==> config.mk <==
export PLATFORM = sky130hd
export DESIGN_NAME = seq_nibble_multiplier_flat
export DESIGN_NICKNAME = d
export VERILOG_FILES = /design/src/rtl/seq_nibble_multiplier_if.sv /design/src/rtl/seq_nibble_multiplier.sv /design/src/flat_wrapper.sv
export SDC_FILE = /design/constraint.sdc
export NUM_CORES = 1
export LEC_CHECK = 0
export ABC_CLOCK_PERIOD_IN_PS = 8730
export CAP_MARGIN = 20
export CORE_MARGIN = 1
export CORE_UTILIZATION = 50
export DETAILED_ROUTE_END_ITERATION = 10
export PLACE_DENSITY = 0.78
export REMOVE_ABC_BUFFERS = 1
export SETUP_SLACK_MARGIN = 0.15
export SLEW_MARGIN = 25
export SYNTH_ARGS = -nofsm -noshare
export SYNTH_HDL_FRONTEND = slang
export SYNTH_SLANG_ARGS = --single-unit
==> constraint.sdc <==
create_clock -name clk -period 8.73 [get_ports clk]
set_input_delay 2.1825 -clock clk [delete_from_list [all_inputs] [get_ports clk]]
set_output_delay 2.1825 -clock clk [all_outputs]
set_load 0.02 [all_outputs]
==> src/rtl/seq_nibble_multiplier_if.sv <==
// Operand/result handshake bundle for seq_nibble_multiplier.
// The producer side drives operands and takes results (master);
// the multiplier consumes operands and presents results (slave).
interface seq_nibble_multiplier_if #(
    parameter int A_WIDTH  = 16,
    parameter int B_DIGITS = 4
);
    localparam int P_WIDTH = A_WIDTH + 4 * B_DIGITS;

    logic                    in_valid;
    logic                    in_ready;
    logic [A_WIDTH-1:0]      a;
    logic [4*B_DIGITS-1:0]   b;
    logic                    out_valid;
    logic                    out_ready;
    logic [P_WIDTH-1:0]      result;

    modport master (
        output in_valid, a, b, out_ready,
        input  in_ready, out_valid, result
    );

    modport slave (
        input  in_valid, a, b, out_ready,
        output in_ready, out_valid, result
    );
endinterface

==> src/rtl/seq_nibble_multiplier.sv <==
// Multi-cycle signed multiplier: retires one 4-bit digit of b per clock.
// Lower digits are unsigned; the top digit is signed and its partial
// product is subtracted (two's complement of the magnitude product).
module seq_nibble_multiplier #(
    parameter int A_WIDTH  = 16,
    parameter int B_DIGITS = 4
) (
    input  logic                    clk,
    input  logic                    arst,
    seq_nibble_multiplier_if.slave  bus,
    output logic                    busy
);
    localparam int P_WIDTH = A_WIDTH + 4 * B_DIGITS;
    localparam int CNT_W   = (B_DIGITS > 1) ? $clog2(B_DIGITS) : 1;
    localparam logic [CNT_W-1:0] LAST_DIGIT = CNT_W'(B_DIGITS - 1);

    localparam logic [1:0] ST_IDLE = 2'd0;
    localparam logic [1:0] ST_RUN  = 2'd1;
    localparam logic [1:0] ST_DONE = 2'd2;

    logic [1:0]              state;
    logic [A_WIDTH-1:0]      a_reg;
    logic [4*B_DIGITS-1:0]   b_reg;
    logic [P_WIDTH-1:0]      acc;
    logic [CNT_W-1:0]        cnt;

    logic [3:0]              digit;
    logic                    top_digit;
    logic                    digit_neg;
    logic [3:0]              digit_mag;
    logic [P_WIDTH-1:0]      a_sext;
    logic [P_WIDTH-1:0]      pp_mag;
    logic [P_WIDTH-1:0]      pp;
    logic [P_WIDTH-1:0]      pp_shifted;

    // Partial product of the current digit, aligned to its digit position.
    // A top digit of -8 has magnitude 8, which still fits the 4-bit field.
    always_comb begin
        digit      = b_reg[{cnt, 2'b00} +: 4];
        top_digit  = (cnt == LAST_DIGIT);
        digit_neg  = top_digit && digit[3];
        digit_mag  = digit_neg ? (4'd0 - digit) : digit;
        a_sext     = P_WIDTH'($signed(a_reg));
        pp_mag     = a_sext * {{(P_WIDTH-4){1'b0}}, digit_mag};
        pp         = digit_neg ? ('0 - pp_mag) : pp_mag;
        pp_shifted = pp << {cnt, 2'b00};
    end

    // Control FSM, operand capture and digit-serial accumulation.
    always_ff @(posedge clk or posedge arst) begin
        if (arst) begin
            state <= ST_IDLE;
            a_reg <= '0;
            b_reg <= '0;
            acc   <= '0;
            cnt   <= '0;
        end else begin
            case (state)
                ST_IDLE: begin
                    if (bus.in_valid) begin
                        a_reg <= bus.a;
                        b_reg <= bus.b;
                        acc   <= '0;
                        cnt   <= '0;
                        state <= ST_RUN;
                    end
                end
                ST_RUN: begin
                    acc <= acc + pp_shifted;
                    if (top_digit) begin
                        cnt   <= '0;
                        state <= ST_DONE;
                    end else begin
                        cnt <= cnt + 1'b1;
                    end
                end
                ST_DONE: begin
                    if (bus.out_ready) begin
                        state <= ST_IDLE;
                    end
                end
                default: begin
                    state <= ST_IDLE;
                end
            endcase
        end
    end

    // Handshake and status flags are decoded from state alone.
    always_comb begin
        bus.in_ready  = (state == ST_IDLE);
        bus.out_valid = (state == ST_DONE);
        busy          = (state == ST_RUN) || (state == ST_DONE);
        bus.result    = acc;
    end
endmodule

==> src/flat_wrapper.sv <==
// flat-port wrapper written by rule: the top's interface ports become plain ports
module seq_nibble_multiplier_flat 
#(
    parameter int A_WIDTH  = 16,
    parameter int B_DIGITS = 4
)
  (clk, arst, busy, bus_in_valid, bus_a, bus_b, bus_out_ready, bus_in_ready, bus_out_valid, bus_result);
  seq_nibble_multiplier_if #(.A_WIDTH(A_WIDTH), .B_DIGITS(B_DIGITS)) bus_i ();
  input  logic clk;
  input  logic arst;
  output logic busy;
  input wire logic [$bits(bus_i.in_valid)-1:0] bus_in_valid;
  input wire logic [$bits(bus_i.a)-1:0] bus_a;
  input wire logic [$bits(bus_i.b)-1:0] bus_b;
  input wire logic [$bits(bus_i.out_ready)-1:0] bus_out_ready;
  output wire logic [$bits(bus_i.in_ready)-1:0] bus_in_ready;
  output wire logic [$bits(bus_i.out_valid)-1:0] bus_out_valid;
  output wire logic [$bits(bus_i.result)-1:0] bus_result;
  assign bus_i.in_valid = bus_in_valid;
  assign bus_i.a = bus_a;
  assign bus_i.b = bus_b;
  assign bus_i.out_ready = bus_out_ready;
  assign bus_in_ready = bus_i.in_ready;
  assign bus_out_valid = bus_i.out_valid;
  assign bus_result = bus_i.result;
  seq_nibble_multiplier #(.A_WIDTH(A_WIDTH), .B_DIGITS(B_DIGITS)) u_core (.clk(clk), .arst(arst), .bus(bus_i), .busy(busy));
endmodule
Word-level counts from Yosys, hierarchy flattened:

Cells that the tools add are included.

* $mul: 1
* equal/unequal tests: 6
* reduce and logical (&&, ||, !) cells: 7
* add/sub/neg operators: 4
* multiplexer cells: 11
* shift operators: 2

Operators by type and width (number)
* 2-to-1 mux 32 bit: 2
* one-hot mux 32 bit (2 select lines): 1
* adder 32 bit: 1
* << shifter 32 x 4 -> 32 bit: 1
* subtractor 1 x 32 -> 32 bit, first input constant: 1
* multiplier 16 x 5 -> 21 bit: 1
* variable part select 16 x 5 -> 4 bit: 1
* 2-to-1 mux 2 bit: 5
* one-hot mux 2 bit (3 select lines): 1
* == test 2 bit, second input constant: 2
* 2-to-1 mux 4 bit: 1
* inequality test 2 bit, second input constant: 2
* one-hot mux 2 bit (2 select lines): 1
* AND reduction 2 bit: 2
* subtractor 1 x 4 -> 4 bit, first input constant: 1
* AND reduction 3 bit: 1
* adder 2 x 1 -> 2 bit, second input constant: 1
* == test 2 x 1 -> 1 bit, second input constant: 1
* zero test 2 bit: 1
* inequality test 2 x 1 -> 1 bit, second input constant: 1
* nonzero test 2 bit: 1
* logical AND 1 bit: 1
* logical OR 1 bit: 1

* register bits after elaboration: 68
* output and inout port bits: 35
* input port bits: 36

Longest topological paths before layout:

Gate-level depths: netlist of the first run.

* depth after elaboration: 9
* mapped depth: 41
* mapped depth without buffers: 37

Least setup slack after synthesis of the first run:

Ideal clock, no wire load.

* path kind: flip-flop to flip-flop
* from: register u_core.cnt[0]
* to: register u_core.acc[31], in the netlist u_core.bus.result[31]
* library setup time: 0.119 ns
* path slack: -0.645 ns
* buffers on the path: 4
* cell stages (with the launch flop): 40
* arrival time: 9.256 ns
* cell sequence: dfrtp_1 -> clkbuf_1 -> clkbuf_1 -> mux4_2 -> inv_1 -> ha_1 -> nor2_1 -> xnor2_1 -> clkbuf_1 -> nor2b_1 -> ha_1 -> fa_1 -> inv_1 -> fa_1 -> inv_1 -> ha_1 -> buf_2 -> a2111oi_4 -> (+4 left out) -> or3_1 -> nor4_1 -> nor3b_2 -> o21ai_0 -> o22ai_1 -> o21ai_1 -> ha_1 -> a21oi_1 -> nor2b_1 -> o21ai_0 -> o31ai_1 -> a311oi_2 -> a31oi_1 -> a311oi_2 -> a2111oi_0 -> a41o_1 -> or4b_1 -> and2_1

* word-level cells in the longest chain between the ends: 9
* elaborated cells on any way between the ends: 11
* those cells by class: add/sub: 3; mul: 1; eq/ne: 1; shift: 2; mux: 3; reduce/logical: 1

RTL lines
* start, declared: RTL line seq_nibble_multiplier.sv:25 `logic [CNT_W-1:0] cnt;`
* start signal, assigned: RTL line seq_nibble_multiplier.sv:74 `cnt <= cnt + 1'b1;`
* variable part select 16 x 5 -> 4 bit / == test 2 bit (equally long branches): RTL line seq_nibble_multiplier.sv:39, seq_nibble_multiplier.sv:40
* subtractor 1 x 4 -> 4 bit / logical AND 1 bit (equally long branches): RTL line seq_nibble_multiplier.sv:42, seq_nibble_multiplier.sv:41
* 2-to-1 mux 4 bit: RTL line seq_nibble_multiplier.sv:42 `digit_mag = digit_neg ? (4'd0 - digit) : digit;`
* multiplier 16 x 5 -> 21 bit: RTL line seq_nibble_multiplier.sv:44 `pp_mag = a_sext * {{(P_WIDTH-4){1'b0}}, digit_mag};`
* subtractor 1 x 32 -> 32 bit: RTL line seq_nibble_multiplier.sv:45 `pp = digit_neg ? ('0 - pp_mag) : pp_mag;`
* 2-to-1 mux 32 bit: RTL line seq_nibble_multiplier.sv:45
* << shifter 32 x 4 -> 32 bit *: RTL line seq_nibble_multiplier.sv:46 `pp_shifted = pp << {cnt, 2'b00};`
* adder 32 bit *: RTL line seq_nibble_multiplier.sv:69 `acc <= acc + pp_shifted;`
* one-hot mux 32 bit (2 select lines) *: RTL line seq_nibble_multiplier.sv:58 `case (state)`
* end signal, assigned: RTL line seq_nibble_multiplier.sv:69
* end, declared: RTL line seq_nibble_multiplier.sv:24 `logic [P_WIDTH-1:0] acc;`

Every way passes the cells marked *; elsewhere a longest branch is shown, timed or not.
A chain may end at the register's enable or synchronous reset.

Worst setup path after layout of the first run:

* from: register u_core.cnt[1]
* to: register u_core.acc[31], in the netlist u_core.bus.result[31]

The elaborated chain is that of the path after synthesis.

==> run summary, run 1 <==
The flow ran to the end, and the final reports show no timing, DRC or antenna violations. The slowest stage of the critical path is the sky130_fd_sc_hd__fa_1 cell. The floorplan has 45 rows. Yosys mapped a number of flops with a built-in enable equal to 0. The run gives 8970 ps as the required time of the worst setup path. The last weighted congestion value of the routability-driven placer was 0.894; the final clock period utilization by the worst path was 0.981. The total global routing overflow was 0; the count of non-filler cells in the finished layout was 1319.

The clock latency of the later-clocked register in the worst-skew pair came out at 350 ps. Setup repair after global routing could not meet its margin everywhere. The tools report the CTS root buffer as sky130_fd_sc_hd__clkbuf_16.

After synthesis, the cell types taking the most area are sky130_fd_sc_hd__dfrtp_1, sky130_fd_sc_hd__ha_1, sky130_fd_sc_hd__fa_1, sky130_fd_sc_hd__mux2_2, sky130_fd_sc_hd__inv_1. The slew at the pin closest to its max-slew limit is 892 ps, and the total via count after detailed routing is 7541. The wire length of the first global-routing pass was 32800 µm; the count of pins over their slew limit was 0. The area overhead of the layout relative to synthesis works out to 31.1%.

71 I/O pins were placed. For the number of global-route vias before repair, the log shows 7207. Yosys printed 0 warnings. The run gives 0 as the initial antenna violation count. Clock-pin slew was measured on the worst setup and hold paths at 60 ps. The horizontal extent of the die was 129 µm. The tightest min-delay check is of the flip-flop to flip-flop type. The commonest cells after synthesis are sky130_fd_sc_hd__inv_1, sky130_fd_sc_hd__nand2_1, sky130_fd_sc_hd__ha_1. The parity-gate share of the synthesized area counting xor and xnor cells works out to 0.0642.

The die is 129 µm tall. The share of synthesized cell area in full adder, half adder and majority cells came out at 0.206. For the length of the first detailed-routing pass in iterations, the log shows 5. After legalization and detailed placement, the total HPWL measured 15000 µm. The average instance in the mapped netlist occupies 8.52 µm². The longest individual stage delay on the worst path works out to 510 ps. Fraction of registers with async set/reset: 1.00. The count of unique library cells instantiated by Yosys was 77; the sequential share of the synthesized area was 0.212. The type of the worst setup path is flip-flop to flip-flop. The largest total area in the synthesized netlist belongs to sky130_fd_sc_hd__dfrtp_1. Simple-gate share of the synthesized area: 0.184. Dominant combinational cell family by area after synthesis: adder cells. Count of routing violations after the opening detailed-route iteration: 471. The smallest clock period supported by the final layout is computed as 8560 ps. After filler insertion, the fill cell instance count of the layout stands at 1221. The critical path starts at u_core.cnt[1]. Setup violations remaining at the end of the flow were counted as 0. Clock sink count: 68. The top fanout value on the critical path is 16. The total global-route track usage was 0.246; the maximum number of pins on one net before global-route repair was 69. In this run, CTS created clock tree buffers numbering 9. The most common cell in the synthesized netlist is sky130_fd_sc_hd__inv_1.

The routed length per placed instance works out to 15.9 µm. Startpoint of the worst-slack reg-to-reg timing path: u_core.cnt[1]. The number of placed cells counting well taps is 1290, and the deepest clock path buffer count is 2.

Dividing the detail-routed via count by the number of cells gives 5.72. The worst setup path is captured at a flip-flop. The register with the most flip-flops in the layout has 32 of them.

The clock arrives with 5.28 ps of skew. The logs give 0.117 GHz for the upper clock frequency limit and 8030 µm² for the netlist area before placement. Synthesis produced a netlist whose cell count is 943.

After floorplanning, the core was sized to cover 15400 µm². In this design, the critical path's most frequently occurring cell is sky130_fd_sc_hd__o21ai_1. The worst setup path is launched from a flip-flop.

For flop-to-flop paths, the worst setup slack is 170 ps. The multiplexer share of the synthesized area was 0.0807; the remaining routing DRC violations was 0. Once detail routing completed, the nets flagged for antenna violations numbered 0. The multi-input combinational cells in the finished layout cover a total of 6340 µm².

The wire length reported by the detailed router is 21000 µm. The commonest register cell after synthesis is sky130_fd_sc_hd__dfrtp_1. The H-tree generated during clock tree synthesis spans 3 levels. Registers take 1700 µm². After synthesis the netlist holds a flip-flop and latch count of 68. The net count of the finished layout came out at 1251. The critical path ends at u_core.bus.result[31]. The compound-gate portion of the synthesized area works out to 0.195.

The run gives 16600 µm² as the die footprint. The repair_antennas step left the layout with diodes totalling 0. For the worst setup path, the data arrival time is 8800 ps. The share of Yosys cell area claimed by the top area cell type is 0.212. Number of failing hold endpoints at the final stage: 0.

Measured in cells, the most critical reg-to-reg path has a length of 35. The effective utilization at floorplan came out at 0.521. The share of post-route cells with drive strength above 1 was 0.243. TritonCTS built the clock tree. The endpoint of the worst register-to-register path was u_core.bus.result[31].

Max-cap violations in this run came to 0. In this run the tool buffered the top-level ports with 70 buffer cells. The headroom to the max-slew limit came out at 0.406.
cells by family (layout without fill, tap and decap cells):
kind of cell / count (synthesis) / in the layout
buffers and inverters: 123 / 288
adders and majority gates: 112 / 112
and+or+nand+nor: 287 / 287
DFF: 68 / 68
muxes: 56 / 56
xor gates and xnor gates: 58 / 58
AOI/OAI and AO/OA: 239 / 239
cells in the final DEF, fill, tap and decap left out, types with 7 or more instances in the layout:
master and instances:
sky130_fd_sc_hd__a21o_1 14, sky130_fd_sc_hd__a21oi_1 59, sky130_fd_sc_hd__a21oi_2 7, sky130_fd_sc_hd__and2_1 12, sky130_fd_sc_hd__and3_1 19, sky130_fd_sc_hd__buf_4 103
sky130_fd_sc_hd__buf_6 10, sky130_fd_sc_hd__clkbuf_16 9, sky130_fd_sc_hd__clkdlybuf4s50_1 70, sky130_fd_sc_hd__dfrtp_1 67, sky130_fd_sc_hd__fa_1 33, sky130_fd_sc_hd__ha_1 65
sky130_fd_sc_hd__ha_4 12, sky130_fd_sc_hd__inv_1 77, sky130_fd_sc_hd__inv_2 12, sky130_fd_sc_hd__mux2_2 34, sky130_fd_sc_hd__mux2i_1 16, sky130_fd_sc_hd__nand2_1 86
sky130_fd_sc_hd__nand2b_1 7, sky130_fd_sc_hd__nand3_1 12, sky130_fd_sc_hd__nor2_1 59, sky130_fd_sc_hd__nor2b_1 35, sky130_fd_sc_hd__nor3_1 11, sky130_fd_sc_hd__o211ai_1 8
sky130_fd_sc_hd__o21ai_0 53, sky130_fd_sc_hd__o21ai_1 11, sky130_fd_sc_hd__o21bai_1 7, sky130_fd_sc_hd__xnor2_1 30, sky130_fd_sc_hd__xor2_1 24
per-layer routing:
layer | vias to the layer above | routed length [µm] | GRT usage
li1 | 3627 | - | -
met1 | 3628 | 8860 | 0.305
met2 | 225 | 10800 | 0.430
met3 | 61 | 869 | 0.0387
met4 | 0 | 510 | 0.0913
met5 | - | 0 | 0
worst min path at each step:
stage / start / endpoint / slack [ps] / cells after the start
floorplan: u_core.b_reg[12] / u_core.b_reg[12] / 470 / 1
CTS: u_core.b_reg[9] / u_core.b_reg[9] / 510 / 1
finish: u_core.b_reg[9] / u_core.b_reg[9] / 510 / 1
detailed placement: u_core.b_reg[14] / u_core.b_reg[14] / 500 / 1
global route: u_core.b_reg[14] / u_core.b_reg[14] / 530 / 1
global placement: u_core.b_reg[6] / u_core.b_reg[6] / 490 / 1
layout make-up:
class,instances,share of cell area
Clock buffer,10,0.0217
Clock inverter,6,0.00689
Inverter,89,0.0317
Multi-Input combinational cell,752,0.602
Sequential cell,68,0.162
Tap cell,211,0.0251
Timing Repair Buffer,183,0.151
per-stage QoR:
stage / hold slack [ps] / setup WS (ps) / area [µm²] / utilization / TNS, ps
floorplan: 474 / -1230 / 7900 / - / -2210
CTS: 510 / 174 / 9960 / 0.646 / 0
global route: 528 / -139 / 10500 / 0.683 / -155
global placement: 488 / 275 / 9620 / 0.623 / 0
detailed placement: 497 / -85.3 / 9620 / 0.623 / -85.3
finish: 510 / 168 / 10500 / 0.683 / 0
timing repair:
action,in CTS,in global routing
resized for setup,11,101
hold buffers,0,0
setup buffers,0,13
endpoints found under the setup margin,1,3
pin swaps,1,78
hold endpoints to repair,0,0
critical path, delay by kind of cell, from the launching register on:
family / cells / cell delay, ps
fa+ha+maj: 5 / 1810
compound gates: 13 / 2810
buf+inv: 4 / 430
flops: 1 / 430
simple gates: 12 / 2610
mux: 1 / 350
Power of run 1 is not shown: default switching activity piles up to over one toggle a cycle in this logic, so the estimate is an artifact.
==> run 2, diff against run 1 <==
CORE_MARGIN = 3   (was 1)
==> run 2 against run 1 <==
Fmax up 1.4%. Clock-buffer cell count up 3. Global-route usage down 2.3 points. Design area up 0.96%. Non-clock buffer count unchanged. First-iteration DRC count down 0.85%. Routed wire length up 0.80%. Flip-flop and latch count unchanged. Worst hold slack worse by 5.1 ps. Critical path type unchanged. Highest routed layer unchanged.
==> run summary, run 2 (synthesis results as in run 1) <==
The post-detailed-route count of antenna-violating nets was 0 (unchanged); the final clock period utilization by the worst path was 0.967 (-0.0136). The tools report the number of placed cells counting well taps as 1284 (-0.47%). The half-perimeter wire length after placement is 14800 µm (-1.6%).

The longest individual stage delay on the worst path is 560 ps (+50 ps). The tools report the initial antenna violation count as 0 (unchanged). The commonest non-fill, non-tap cell in the layout is sky130_fd_sc_hd__buf_4. The number of global-route vias before repair was 7261 (+0.75%); the clock sink count was 68 (unchanged). The total global-route track usage came out at 0.223 (-0.0228).

The number of antenna diodes is 0 (unchanged), and the max-capacitance violation count is 0 (unchanged). The length of the first detailed-routing pass in iterations is 5 (unchanged). The logs give 33000 µm (+0.71%) for the wire length of the first global-routing pass and 0 (unchanged) for the total global routing overflow.

The slowest stage of the critical path belongs to the cell sky130_fd_sc_hd__mux4_2. The tools report the upper clock frequency limit as 0.118 GHz (+1.4%). Die footprint: 17600 µm² (+6.3%). Slew at the pin closest to its max-slew limit: 904 ps (+12.4 ps).

For the critical path arrival, the log shows 8690 ps (-110 ps). The ratio of routed vias to standard cells was 5.73 (+0.15%). In the layout the commonest cells are sky130_fd_sc_hd__buf_4, sky130_fd_sc_hd__nand2_1, sky130_fd_sc_hd__inv_1, sky130_fd_sc_hd__clkdlybuf4s50_1, sky130_fd_sc_hd__dfrtp_1.

The clock slew seen by the registers of the worst setup and hold paths is 60 ps (about the same). The headroom to the max-slew limit was 0.397 (-0.00829). The tightest min-delay check is of the flip-flop to flip-flop type.

The area overhead of the layout relative to synthesis came out at 32.4%. Count of routing violations after the opening detailed-route iteration: 467 (-0.85%). The tools report the number of buffers inserted for hold repair after clock tree synthesis as 0 (unchanged). The run gives 1251 (unchanged) as the net count of the finished layout.

The area inside the core boundary came out at 15500 µm² (+0.36%). The run gives 45 (unchanged) as the number of core rows. The count of input and output buffers is 70 (unchanged).

Count of fill cells added during filler insertion: 1140 (-6.6%). The logs give 69 (unchanged) for the maximum number of pins on one net before global-route repair and 350 ps (about the same) for the clock latency of the later-clocked register in the worst-skew pair. The remaining routing DRC violations was 0 (unchanged); the number of top-level pins was 71 (unchanged).

The run gives 0.519 (-0.00189) as the effective utilization at floorplan. Setup repair after global routing could not meet its margin everywhere. The flip-flop count of the largest register after layout was 32 (unchanged). The number of setup violations in the final report came out at 0 (unchanged). Deepest clock path buffer count: 2 (unchanged). The share of post-route cells with drive strength above 1 was 0.249 (+0.00632); the number of failing hold endpoints at the final stage was 0 (unchanged).

STA classifies the critical path endpoint as a flip-flop. The design area was 10600 µm² (+0.96%). The top fanout value on the critical path was 7 (-9); the placed cell area was 9570 µm² (-0.47%). The required time of the worst setup path is 8970 ps (about the same), and the horizontal extent of the die is 133 µm (+3.1%). The run gives 0 (unchanged) as the count of pins over their slew limit.

The vertical die dimension was 133 µm (+3.1%); the last weighted congestion value of the routability-driven placer was 0.932 (+4.3%). The worst setup path is launched from a flip-flop. The H-tree depth is 3 (unchanged), and the wire length reported by the detailed router is 21200 µm (+0.80%).

The tools report the number of CTS-inserted buffers as 9 (unchanged). TritonCTS built the clock tree. The routed length per placed instance came out at 16.1 µm (+0.80%). By startpoint and endpoint, the worst setup path is classified as flip-flop to flip-flop. For the area of combinational cells with multiple inputs, the log shows 6400 µm² (+0.91%). The count of non-filler cells in the finished layout is 1319 (unchanged), and the minimum period implied by the final worst setup slack is 8440 ps (-118 ps). The total via count after detailed routing is 7552 (+0.15%). The tools report the core occupancy in the finished layout as 0.687 (+0.00406). Worst clock skew on the final layout: 9.02 ps (+3.74 ps). The run finished with clean final reports. The CTS root buffer was sky130_fd_sc_hd__clkbuf_16. The sequential cell area came out at 1700 µm² (about the same).
==> run 2: cell type report <==
type / instances / area share
sequential: 68 / 0.160
clock buffer: 13 / 0.0245
multi-input combinational: 752 / 0.602
timing repair buffer: 183 / 0.151
clock inverter: 3 / 0.00647
inverter: 89 / 0.0314
tap: 211 / 0.0248
==> run 2: worst paths after layout <==
| kind | from | end | slack (ps) | cells past startpoint |
|---|---|---|---|---|
| max | u_core.cnt[0] | u_core.bus.result[31] | 290 | 35 |
| min in group asynchronous | arst | u_core.a_reg[2] | 2420 | 3 |
| max reg2reg | u_core.cnt[0] | u_core.bus.result[31] | 290 | 35 |
| max in group asynchronous | arst | u_core.cnt[1] | 5680 | 3 |
| min | u_core.b_reg[10] | u_core.b_reg[10] | 500 | 1 |
| min reg2reg | u_core.b_reg[10] | u_core.b_reg[10] | 500 | 1 |
==> run 2: worst max-delay path: cells and delay by family (launching register included) <==
family	cells	cell delay [ps]
fa+ha+maj	5	1910
compound gates	12	2260
mux	1	560
simple gates	11	2480
flops	1	410
buf+inv	6	730
==> run 2: per-layer routing <==
layer | wire [µm] | part of all wire | track usage
met1 | 8840 | 0.42 | 0.276
met3 | 834 | 0.039 | 0.0338
met2 | 10900 | 0.52 | 0.400
met4 | 593 | 0.028 | 0.0681
met5 | 0 | 0 | 0
==> run 2: through the flow <==
step | hold slack, ps | worst slack, ps | TNS [ps]
CTS | 505 | 156 | 0
global placement | 484 | 243 | 0
global route | 527 | -102 | -102
finish | 505 | 286 | 0
floorplan | 474 | -1230 | -2210
detailed placement | 492 | -0.383 | -0.383
==> run 2: repair_timing <==
| item | 4_1_cts | 5_1_grt |
|---|---|---|
| setup endpoints to repair | 1 | 3 |
| resized for setup | 9 | 120 |
| pin swaps | 1 | 76 |
| setup buffers | 1 | 18 |
Power of run 2 is left out for the same reason.
